===== src/rtl/xor_lane_pipe.sv =====
// xor_lane_pipe
// Two-stage valid/ready pipeline that combines LANES independent WIDTH-bit lanes of two
// operands. Stage 1 registers the operands and the per-beat mode. Stage 2 registers the
// computed result together with the even parity of every result lane.
//
// Modes (captured per beat):
//   0: A ^ B    1: ~(A ^ B)    2: bit 0 = reduction XOR of (A ^ B), upper bits 0    3: A
//
// Ports:
//   clk        single clock, rising-edge
//   rst_n      asynchronous active-low reset; clears both stages and the counter
//   in_valid   input beat present
//   in_ready   block can accept a beat this cycle
//   in_a       operand A, lane k at bits [k*WIDTH +: WIDTH]
//   in_b       operand B, same packing
//   in_mode    operation select
//   out_valid  result beat present
//   out_ready  downstream accepts the result
//   out_data   result, same packing
//   out_par    even parity of each result lane
//   op_cnt     completed-beat count
//
// Build option: define XOR_LANE_PIPE_STATS_EN to include a saturating 16-bit counter of
// output transfers on op_cnt. Without it op_cnt is tied to zero and no counter exists.
module xor_lane_pipe #(
    parameter int unsigned WIDTH = 8,
    parameter int unsigned LANES = 4
) (
    input  logic                     clk,
    input  logic                     rst_n,
    input  logic                     in_valid,
    output logic                     in_ready,
    input  logic [WIDTH*LANES-1:0]   in_a,
    input  logic [WIDTH*LANES-1:0]   in_b,
    input  logic [1:0]               in_mode,
    output logic                     out_valid,
    input  logic                     out_ready,
    output logic [WIDTH*LANES-1:0]   out_data,
    output logic [LANES-1:0]         out_par,
    output logic [15:0]              op_cnt
);

    localparam int unsigned DW = WIDTH * LANES;

    logic          s1_valid_q, s1_valid_d;
    logic [DW-1:0] s1_a_q, s1_a_d;
    logic [DW-1:0] s1_b_q, s1_b_d;
    logic [1:0]    s1_mode_q, s1_mode_d;

    logic             s2_valid_q, s2_valid_d;
    logic [DW-1:0]    s2_data_q, s2_data_d;
    logic [LANES-1:0] s2_par_q, s2_par_d;

    logic             out_fire;
    logic             s1_move;
    logic             in_fire;
    logic [DW-1:0]    res_data;
    logic [LANES-1:0] res_par;
    logic [WIDTH-1:0] lane_x;
    logic [WIDTH-1:0] lane_r;

    // Handshake: each stage loads when empty or when its content leaves this cycle.
    // in_ready is held low while reset is asserted even though the flags are already clear.
    always_comb begin
        out_fire = s2_valid_q && out_ready;
        s1_move  = s1_valid_q && (!s2_valid_q || out_ready);
        in_ready = rst_n && (!s1_valid_q || s1_move);
        in_fire  = in_valid && in_ready;
    end

    // Lane datapath operating on the stage-1 contents.
    always_comb begin
        res_data = '0;
        res_par  = '0;
        lane_x   = '0;
        lane_r   = '0;
        for (int k = 0; k < LANES; k++) begin
            lane_x = s1_a_q[k*WIDTH +: WIDTH] ^ s1_b_q[k*WIDTH +: WIDTH];
            unique case (s1_mode_q)
                2'd0: lane_r = lane_x;
                2'd1: lane_r = ~lane_x;
                2'd2: begin
                    lane_r    = '0;
                    lane_r[0] = ^lane_x;
                end
                default: lane_r = s1_a_q[k*WIDTH +: WIDTH];
            endcase
            res_data[k*WIDTH +: WIDTH] = lane_r;
            res_par[k]                 = ^lane_r;
        end
    end

    always_comb begin
        s1_valid_d = s1_valid_q;
        s1_a_d     = s1_a_q;
        s1_b_d     = s1_b_q;
        s1_mode_d  = s1_mode_q;
        if (in_fire) begin
            s1_valid_d = 1'b1;
            s1_a_d     = in_a;
            s1_b_d     = in_b;
            s1_mode_d  = in_mode;
        end else if (s1_move) begin
            s1_valid_d = 1'b0;
        end
    end

    always_comb begin
        s2_valid_d = s2_valid_q;
        s2_data_d  = s2_data_q;
        s2_par_d   = s2_par_q;
        if (s1_move) begin
            s2_valid_d = 1'b1;
            s2_data_d  = res_data;
            s2_par_d   = res_par;
        end else if (out_fire) begin
            s2_valid_d = 1'b0;
        end
    end

    always_ff @(posedge clk or negedge rst_n) begin
        if (!rst_n) begin
            s1_valid_q <= 1'b0;
            s1_a_q     <= '0;
            s1_b_q     <= '0;
            s1_mode_q  <= 2'd0;
            s2_valid_q <= 1'b0;
            s2_data_q  <= '0;
            s2_par_q   <= '0;
        end else begin
            s1_valid_q <= s1_valid_d;
            s1_a_q     <= s1_a_d;
            s1_b_q     <= s1_b_d;
            s1_mode_q  <= s1_mode_d;
            s2_valid_q <= s2_valid_d;
            s2_data_q  <= s2_data_d;
            s2_par_q   <= s2_par_d;
        end
    end

    assign out_valid = s2_valid_q;
    assign out_data  = s2_data_q;
    assign out_par   = s2_par_q;

`ifdef XOR_LANE_PIPE_STATS_EN
    logic [15:0] op_cnt_q, op_cnt_d;

    // Saturating count of output transfers.
    always_comb begin
        op_cnt_d = op_cnt_q;
        if (out_fire && (op_cnt_q != 16'hFFFF)) begin
            op_cnt_d = op_cnt_q + 16'd1;
        end
    end

    always_ff @(posedge clk or negedge rst_n) begin
        if (!rst_n) begin
            op_cnt_q <= 16'd0;
        end else begin
            op_cnt_q <= op_cnt_d;
        end
    end

    assign op_cnt = op_cnt_q;
`else
    assign op_cnt = 16'd0;
`endif

endmodule


===== config.mk =====
export PLATFORM = sky130hd
export DESIGN_NAME = xor_lane_pipe
export DESIGN_NICKNAME = d
export VERILOG_FILES = /design/src/rtl/xor_lane_pipe.sv
export SDC_FILE = /design/constraint.sdc
export NUM_CORES = 1
export LEC_CHECK = 0
export CORE_MARGIN = 5
export CORE_UTILIZATION = 47
export CTS_CLUSTER_SIZE = 30
export DETAILED_ROUTE_END_ITERATION = 7
export GPL_TIMING_DRIVEN = 0
export PLACE_DENSITY = 0.77
export SKIP_CTS_REPAIR_TIMING = 1
export SYNTH_ARGS = -nofsm -noshare
export SYNTH_HDL_FRONTEND = slang
export SYNTH_SLANG_ARGS = --single-unit
export TNS_END_PERCENT = 50

===== constraint.sdc =====
create_clock -name clk -period 2.3 [get_ports clk]
set_clock_uncertainty 0.1 [all_clocks]
set_input_delay 0.575 -clock clk [delete_from_list [all_inputs] [get_ports clk]]
set_output_delay 0.575 -clock clk [all_outputs]
set_load 0.02 [all_outputs]

== Word level (Yosys, flattened, before mapping) ==
Cells that the tools add are included.

* Bits in registers: 104
* Bits of input ports: 70
* Word-level logic and storage cells: 44

* Equality and inequality tests: 2
* Mux-type cells: 8
* Bitwise logic cells: 8
* Reductions and logical operators: 19

{| class="wikitable"
|+ Operator list
! kind !! number
|-
| case mux 8 bit (3 select lines) || 4
|-
| XOR reduction 8 bit || 8
|-
| inverter 8 bit || 4
|-
| bitwise XOR 8 bit || 4
|-
| logical AND 1 bit || 4
|-
| 2-to-1 mux 1 bit || 4
|-
| nonzero test 2 bit || 2
|-
| equality test 2 x 1 -> 1 bit, second input constant || 1
|-
| equality test 2 bit, second input constant || 1
|-
| zero test 1 bit || 2
|-
| zero test 2 bit || 1
|-
| logical OR 1 bit || 2
|}

== Longest topological paths before layout ==
Gate-level depths: netlist (run 1).

* Depth after elaboration: 7
* Mapped depth: 8
* Mapped depth without buffers: 7

== Worst setup path after synthesis (run 1) ==
Ideal clock, no wire load.

* Path kind: input-to-reg
* From: input port out_ready
* To: register s1_b_q[0]
* Library setup time: 0.125 ns
* Arrival: 2.144 ns
* Data required time: 2.075 ns
* Slack: -0.069 ns
* Stages: 6
* Path buffers: 2
* Cells stage by stage: nand3b_1 -> and2_1 -> nand2_1 -> clkbuf_1 -> clkbuf_1 -> mux2_2

* Cells in the longest elaborated chain, start to end: 5

{| class="wikitable"
|+ RTL lines
! what !! RTL line !! source
|-
| from (decl) || 37 || <nowiki>input logic out_ready,</nowiki>
|-
| logical OR 1 bit || 66 || <nowiki>s1_move = s1_valid_q && (!s2_valid_q || out_ready);</nowiki>
|-
| logical AND 1 bit || 66 ||
|-
| logical OR 1 bit || 67 || <nowiki>in_ready = rst_n && (!s1_valid_q || s1_move);</nowiki>
|-
| logical AND 1 bit || 67 ||
|-
| net in_ready || 32 || <nowiki>output logic in_ready,</nowiki>
|-
| logical AND 1 bit || 68 || <nowiki>in_fire = in_valid && in_ready;</nowiki>
|-
| to (signal assigned) || 125 || <nowiki>s1_b_q <= '0;</nowiki>
|-
| to (signal assigned) || 133 || <nowiki>s1_b_q <= s1_b_d;</nowiki>
|-
| to (decl) || 47 || <nowiki>logic [DW-1:0] s1_b_q, s1_b_d;</nowiki>
|}

The timed path passes the listed nets, and every way through them passes these cells.
A chain may end at the register's enable or synchronous reset.

== Worst setup path after layout (run 1) ==
* From: register s1_a_q[1]
* To: register s2_par_q[0] (netlist: out_par[0])

* Cells in the longest elaborated chain, start to end: 4
* Elaborated cells between the ends (all ways): 5
* Those cells by class: mux (1); bitwise (2); reduce/logical (2)

{| class="wikitable"
|+ RTL lines
! what !! RTL line !! source
|-
| from (decl) || 46 || <nowiki>logic [DW-1:0] s1_a_q, s1_a_d;</nowiki>
|-
| from (signal assigned) || 124 || <nowiki>s1_a_q <= '0;</nowiki>
|-
| from (signal assigned) || 132 || <nowiki>s1_a_q <= s1_a_d;</nowiki>
|-
| bitwise XOR 8 bit || 78 || <nowiki>lane_x = s1_a_q[k*WIDTH +: WIDTH] ^ s1_b_q[k*WIDTH +: WIDTH];</nowiki>
|-
| XOR reduction 8 bit or inverter 8 bit (tied branches) || 84, 81 ||
|-
| case mux 8 bit (3 select lines) (*) || 79 || <nowiki>unique case (s1_mode_q)</nowiki>
|-
| XOR reduction 8 bit (*) || 89 || <nowiki>res_par[k] = ^lane_r;</nowiki>
|-
| to (signal assigned) || 137 || <nowiki>s2_par_q <= s2_par_d;</nowiki>
|-
| to (decl) || 52 || <nowiki>logic [LANES-1:0] s2_par_q, s2_par_d;</nowiki>
|}

Every way passes the cells marked *; elsewhere a longest branch is shown, timed or not.

==> qor.yml, run 1 <==
layout:
  layout.nets: 714
  multiInputGateArea_mm2: 0.00307
  layout-drive-gt1-share_pct: 25.7
  diodes: 0
  fillers: 952
  final_area_mm2: 0.00758
  regArea_mm2: 0.00261
  final_cells: 817
  syn_to_final_growth_pct: 30.7
floorplanning:
  initial_utilization_pct: 48.1
  die_area_mm2: 0.0147
  die_height_um: 121
  die_w_um: 121
  io_pins: 124
  core_area_mm2: 0.0121
  fp-row-count: 40
logic_synthesis:
  postSynthCellCount: 508
  syn_avg_cell_area_um2: 11.4
  synth-seq-area-share_pct: 44.9
  synth_top_area_share_pct: 44.9
  synth_top_cell_by_area: "dfrtp_1"
  ys_ff_latch: 104
  ys.flop_type: "dfrtp_1"
  synth_area_leaders: "dfrtp_1 45%, mux2_2 18%, o21ai_0 7.9%"
  yosysUniqueCellTypes: 29
  syn-cell-area_mm2: 0.00580
  ys_warn_count: 0
  synth_edf_count: 0
  synthArstFlopShare_pct: 100
  yosysMostFrequentCell: "dfrtp_1"
  synth_commonest_cells: "104 x dfrtp_1, 94 x mux2_2, 92 x o21ai_0"
sta:
  fin_crit_sh_pct: 101
  rsz0062_at_grt: "true"
  setup_slack_ns: -0.0292
  final.min_clock_period_ns: 2.33
  finalHoldViolCount: 6
  whs_ns: -0.0183
  relSlewSlack_pct: 55.8
  slew_violations: 0
  fmaxAchievable_ghz: 0.429
  setup_viol: 1
  tightest_slew_ns: 0.664
clocking:
  clkTransAtPathRegs_ns: 0.08
  clk_root_buffer_cell: "clkbuf_16"
  cts_buffers: 9
  cts_tree: "yes"
  clkLatencyLatePin_ns: 0.35
  clock_sinks: 104
  htree_levels: 3
  clock_path_buffers: 2
drt:
  first_pass_iters: 5
  viasPerCell: 5.33
  wirelength_mm: 14.7
  route.detailed.drc: 0
  num_vias: 4356
  drtIter0Drc: 317
  wl_per_cell_um: 18.0
  postRouteAntennaNets: 0
worst_setup_path:
  end_kind: "register"
  r2r_end: "out_par[0]$_DFFE_PN0P_"
  startpoint_type: "register"
  critPathSlowestCell: "or4b_4"
  crit_start: "s1_a_q[1]$_DFFE_PN0P_"
  slowest_delay_ns: 0.53
  crit_fanout: 5
  cp.arrival_ns: 2.45
  crit_path_cell_trace: "xnor2_2 > xnor2_2 > xnor3_2 > or4b_4 > o311ai_2 > xor2_1 > o21ai_1"
  r2r_slack_ns: -0.03
  path_class: "reg -> reg"
  timing.rr.start: "s1_a_q[1]$_DFFE_PN0P_"
  cp.required_ns: 2.42
  cp_common_cell: "xnor2_2"
  reg2regPathDepth: 7
  endpoint: "out_par[0]$_DFFE_PN0P_"
global_routing:
  grt_overflow_total: 0
  grt_start_max_net_pins: 55
  met1_usage_pct: 25.4
  grt_pass1_vias: 4499
  grt_first_pass_wirelength_mm: 23.1
  use_met3_pct: 3.12
  busiest_layer: "met2"
  antenna_found_initial: 0
  met2_usage_pct: 35.1
  grt_usage_pct: 20.1
run_status:
  violations: "hold timing, setup timing"
  status: "complete, but fails checks"
place:
  numPortBuffers: 107
  postPlaceCellArea_mm2: 0.00716
  dp_cells: 799
  gp_congestion: 0.811
  dpl.hpwl_mm: 10.6
pwr:
  p_total_mw: 8.48
  leakagePower_nw: 3.15
  powerDensity_mw_per_mm2: 1120
  ir_drop_uv: 557
hold_path:
  hold_class: "in -> async"
run:
  cap_viol_max_count: 0
## kinds of logic (layout without fill, tap and decap cells)
logic type	count (synthesis)	count (layout)	share of synthesized area, %
AO/OA/AOI/OAI	137	137	14.1
flip-flops	104	104	44.9
multiplexers	97	97	18.8
XOR/XNOR	90	90	15.3
buffers and inverters	47	173	4.10
AND/OR/NAND/NOR	32	32	2.78
other	1	16	0.0646
## cells in the final DEF, fill, tap and decap left out, types with 4 or more instances in the layout
master | Yosys | layout
dfrtp_2 | 0 | 4
buf_4 | 16 | 20
xnor2_1 | 50 | 45
nor2_1 | 4 | 4
clkbuf_2 | 0 | 14
xnor3_1 | 5 | 4
o211ai_1 | 26 | 26
xnor2_2 | 2 | 7
clkdlybuf4s50_1 | 0 | 105
mux2_2 | 94 | 94
clkbuf_1 | 29 | 11
clkbuf_16 | 0 | 10
o2bb2ai_1 | 6 | 6
xor2_1 | 32 | 32
nand2_1 | 15 | 15
nor2b_1 | 6 | 6
o21ai_0 | 92 | 92
conb_1 | 1 | 16
o211a_1 | 4 | 4
dfrtp_1 | 104 | 100
## layer usage
layer / up-vias / routed length [um]
met5: - / 0
met4: 0 / 224
met3: 16 / 849
met2: 129 / 7320
met1: 2171 / 6310
li1: 2040 / -
## worst min-delay path by stage
stage | startpoint | endpoint | slack, ns
5_1_grt | rst_n | s1_a_q[19]$_DFFE_PN0P_ | 0.008
6_report | rst_n | s1_a_q[20]$_DFFE_PN0P_ | -0.02
3_3_place_gp | out_data[17]$_DFFE_PN0P_ | out_data[17]$_DFFE_PN0P_ | 0.37
4_1_cts | rst_n | s1_a_q[20]$_DFFE_PN0P_ | 0.19
3_5_place_dp | out_data[17]$_DFFE_PN0P_ | out_data[17]$_DFFE_PN0P_ | 0.37
2_1_floorplan | rst_n | out_data[0]$_DFFE_PN0P_ | 0.18
## sequential cells by signal (all words and copies together) (netlist names)
register and count:
out_valid 1, s1_valid_q 1, s1_mode_q 2, s1_a_q 32, out_par 4, s1_b_q 32, out_data 32
## layout make-up
type	count	area share, %
Buffer	45	3.47
Clock buffer	10	3.02
Clock inverter	6	0.660
Inverter	1	0.0495
Multi-Input combinational cell	372	40.5
Sequential cell	104	34.4
Tap cell	168	2.77
Timing Repair Buffer	111	15.2
## critical path: cells and delay by family (launching register included)
| kind | cells | cell delay (ns) |
|---|---|---|
| DFF | 1 | 0.46 |
| xor gates and xnor gates | 4 | 0.93 |
| and+or+nand+nor | 1 | 0.53 |
| AOI/OAI and AO/OA | 2 | 0.17 |
## stage by stage
| step | hold slack [ns] | worst slack, ns | util, % | TNS, ns |
|---|---|---|---|---|
| finish | -0.0183 | -0.0292 | 62.9 | -0.0292 |
| global route | 0.00800 | -0.0971 | 62.9 | -1.09 |
| CTS | 0.185 | -0.707 | 61.7 | -27.75 |
| detailed placement | 0.374 | -1.07 | 59.4 | -57.89 |
| global placement | 0.369 | -4.33 | 59.2 | -621.00 |
| floorplan | 0.179 | -0.0686 | - | -1.92 |
## report_power, final
part           leakage (nW)  total (mW)  switching (mW)  internal, mW
combinational          1.78        4.22            1.98          2.24
sequential             1.24        2.79           0.458          2.33
clock                 0.135        1.47           0.723         0.751
Note: power is estimated with default switching activity, not from simulation.
==> run 2, diff against run 1 <==
--- a/config.mk
+++ b/config.mk
@@ -5,8 +5,9 @@
 export SDC_FILE = /design/constraint.sdc
 export NUM_CORES = 1
 export LEC_CHECK = 0
+export ABC_AREA = 1
 export CORE_MARGIN = 5
-export CORE_UTILIZATION = 47
+export CORE_UTILIZATION = 48
 export CTS_CLUSTER_SIZE = 30
 export DETAILED_ROUTE_END_ITERATION = 7
 export GPL_TIMING_DRIVEN = 0
==> run 2 against run 1 <==
  * The run now ends clean
  * Design area increased by 5.6%
  * Worst hold slack improved by 0.047 ns
  * Global-route usage increased by 1.4 points
  * Non-clock buffer count increased by 1
  * Sequential power decreased by 11%
  * First-iteration DRC count increased by 82%
  * Utilization increased by 0.080 points
  * Combinational power decreased by 17%
  * Sequential share of layout area decreased by 1.9 points
  * Register-to-register slack improved by 0.22 ns
  * Critical path depth decreased by 1
  * Largest cell class unchanged
==> qor.yml, run 2 <==
run_status:
  status: "complete, no violations"
worst_setup_path:
  cp_common_cell: "inv_1"
  slowest_delay_ns: 0.45  # -0.08 ns
  critPathSlowestCell: "clkdlybuf4s50_1"
  crit_path_cell_trace: "clkdlybuf4s50_1 > inv_1 > nand3_1 > nand2_1 > inv_1 > clkbuf_2"
  endpoint: "in_ready"
  r2r_slack_ns: 0.19  # +0.22 ns
  end_kind: "output port"
  startpoint_type: "input pin"
  cp.arrival_ns: 1.54  # -0.91 ns
  path_class: "in -> out"
  timing.rr.start: "s1_mode_q[1]$_DFFE_PN0P_"
  crit_start: "out_ready"
  crit_fanout: 2  # -3
  reg2regPathDepth: 13  # +6
  cp.required_ns: 1.62  # -0.80 ns
  r2r_end: "out_par[2]$_DFFE_PN0P_"
logic_synthesis:
  synth_top_area_share_pct: 41.4  # -3.5 points
  syn-cell-area_mm2: 0.00629  # +8.5%
  ys_ff_latch: 104  # unchanged
  syn_avg_cell_area_um2: 6.77  # -41%
  postSynthCellCount: 930  # +83%
  synth_edf_count: 0  # unchanged
  yosysMostFrequentCell: "nand2_1"
  synthArstFlopShare_pct: 100  # unchanged
  ys_warn_count: 0  # unchanged
  yosysUniqueCellTypes: 30  # +3.4%
  synth_commonest_cells: "354 x nand2_1, 104 x dfrtp_1, 98 x inv_1"
  synth_top_cell_by_area: "dfrtp_1"
  ys.flop_type: "dfrtp_1"
  synth_area_leaders: "dfrtp_1 41%, nand2_1 21%, inv_1 5.8%"
  synth-seq-area-share_pct: 41.4  # -3.5 points
sta:
  setup_tns_ns: 0  # +0.0292 ns
  fin_crit_sh_pct: 96.3  # -5.0 points
  fmaxAchievable_ghz: 0.452  # +5.2%
  relSlewSlack_pct: 63.6  # +7.9 points
  setup_slack_ns: 0.0855  # +0.115 ns
  slew_violations: 0  # unchanged
  setup_viol: 0  # -1
  whs_ns: 0.0289  # +0.0473 ns
  final.min_clock_period_ns: 2.21  # -0.115 ns
  tightest_slew_ns: 0.545  # -0.118 ns
  rsz0062_at_grt: "false"
  finalHoldViolCount: 0  # -6
clocking:
  htree_levels: 3  # unchanged
  clkTransAtPathRegs_ns: 0.07  # about the same
  clock_path_buffers: 2  # unchanged
  clock_sinks: 104  # unchanged
  cts_buffers: 9  # unchanged
  clkLatencyLatePin_ns: 0.35  # about the same
  cts_tree: "yes"
  clk_root_buffer_cell: "clkbuf_16"
global_routing:
  grt_start_max_net_pins: 63  # +15%
  grt_overflow_total: 0  # unchanged
  grt_usage_pct: 21.5  # +1.4 points
  met2_usage_pct: 33.1  # -1.9 points
  met1_usage_pct: 30.4  # +4.9 points
  grt_first_pass_wirelength_mm: 27.4  # +19%
  antenna_found_initial: 0  # unchanged
  use_met3_pct: 4.50  # +1.4 points
  busiest_layer: "met2"
  grt_pass1_vias: 5535  # +23%
layout:
  layout_common_cells: "353 x nand2_1, 105 x clkdlybuf4s50_1, 104 x dfrtp_1"
  layout.nets: 1134  # +59%
  final_area_mm2: 0.00801  # +5.6%
  fillers: 1188  # +25%
  diodes: 0  # unchanged
  layout_commonest_cell: "nand2_1"
  final_cells: 1241  # +52%
  syn_to_final_growth_pct: 27.2
  layout-drive-gt1-share_pct: 7.11  # -19 points
  utilization_pct: 62.9  # +0.080 points
place:
  numPortBuffers: 107  # unchanged
  postPlaceCellArea_mm2: 0.00766  # +7.0%
  dpl.hpwl_mm: 13.1  # +23%
  place_ws_ns: -0.642  # +0.428 ns
  dp_cells: 1225  # +53%
  gp_congestion: 0.870  # +7.3%
floorplanning:
  fp-row-count: 41  # +2.5%
  die_w_um: 125  # +2.8%
  die_area_mm2: 0.0155  # +5.7%
  initial_utilization_pct: 49.5  # +1.4 points
  core_area_mm2: 0.0127  # +5.5%
  io_pins: 124  # unchanged
  die_height_um: 125  # +2.8%
hold_path:
  hold_class: "in -> async"
run:
  cap_viol_max_count: 0  # unchanged
pwr:
  powerDensity_mw_per_mm2: 968  # -14%
  leakagePower_nw: 4.22  # +34%
  p_total_mw: 7.75  # -8.7%
  ir_drop_uv: 365  # -34%
drt:
  wirelength_mm: 16.9  # +15%
  route.detailed.drc: 0  # unchanged
  viasPerCell: 4.92  # -7.6%
  drtIter0Drc: 576  # +82%
  postRouteAntennaNets: 0  # unchanged
  num_vias: 6111  # +40%
  wl_per_cell_um: 13.6  # -24%
  first_pass_iters: 6  # +1
## run 2: changes by cell type in the layout (fill, tap and decap cells not counted), sizes merged, moves of 38 or more
cell / previous run / this run
nand2: 15 / 357
xnor2: 52 / 14
nor2: 4 / 86
inv: 4 / 102
mux2: 94 / 6
a21oi: 6 / 68
nand3: 0 / 47
## run 2: area by class of cell
type / count / area (um^2) / area share [%]
timing repair buffer: 108 / 1090 / 13.7
inverter: 102 / 385 / 4.81
clock inverter: 6 / 108 / 1.34
tap: 172 / 215 / 2.69
multi-input combinational: 690 / 3060 / 38.2
sequential: 104 / 2600 / 32.5
clock buffer: 10 / 229 / 2.86
buffer: 49 / 317 / 3.95
## run 2: metal layers
| layer | routed length [um] | vias to the layer above |
|---|---|---|
| li1 | - | 3126 |
| met1 | 7810 | 2749 |
| met2 | 7490 | 213 |
| met3 | 1280 | 23 |
| met4 | 299 | 0 |
| met5 | 0 | - |
## run 2: critical path: cells and delay by family
kind	cells	cell delay (ns)
buf+inv	4	0.78
simple gates	2	0.18
## run 2: kinds of logic after synthesis
group | synth area share, %
flops | 41.4
simple gates | 31.1
mux | 1.07
xor+xnor | 3.06
compound gates | 12.3
buf+inv | 11.1
other cells | 0.0596
## run 2: worst min path at each step
| stage | startpoint | endpoint | slack [ns] | depth (start not counted) |
|---|---|---|---|---|
| global route | rst_n | s1_b_q[27]$_DFFE_PN0P_ | 0.06 | 1 |
| detailed placement | out_par[0]$_DFFE_PN0P_ | out_par[0]$_DFFE_PN0P_ | 0.37 | 2 |
| global placement | out_data[18]$_DFFE_PN0P_ | out_data[18]$_DFFE_PN0P_ | 0.37 | 2 |
| floorplan | rst_n | out_data[0]$_DFFE_PN0P_ | 0.18 | 0 |
| CTS | rst_n | s1_b_q[27]$_DFFE_PN0P_ | 0.14 | 1 |
| finish | rst_n | s1_b_q[27]$_DFFE_PN0P_ | 0.03 | 1 |
## run 2: report_power, final
group	total (mW)	internal [mW]	switching, mW
Sequential	2.49	2.24	0.258
Combinational	3.51	1.40	2.11
Clock	1.74	1.06	0.683
Total	7.75	4.69	3.05
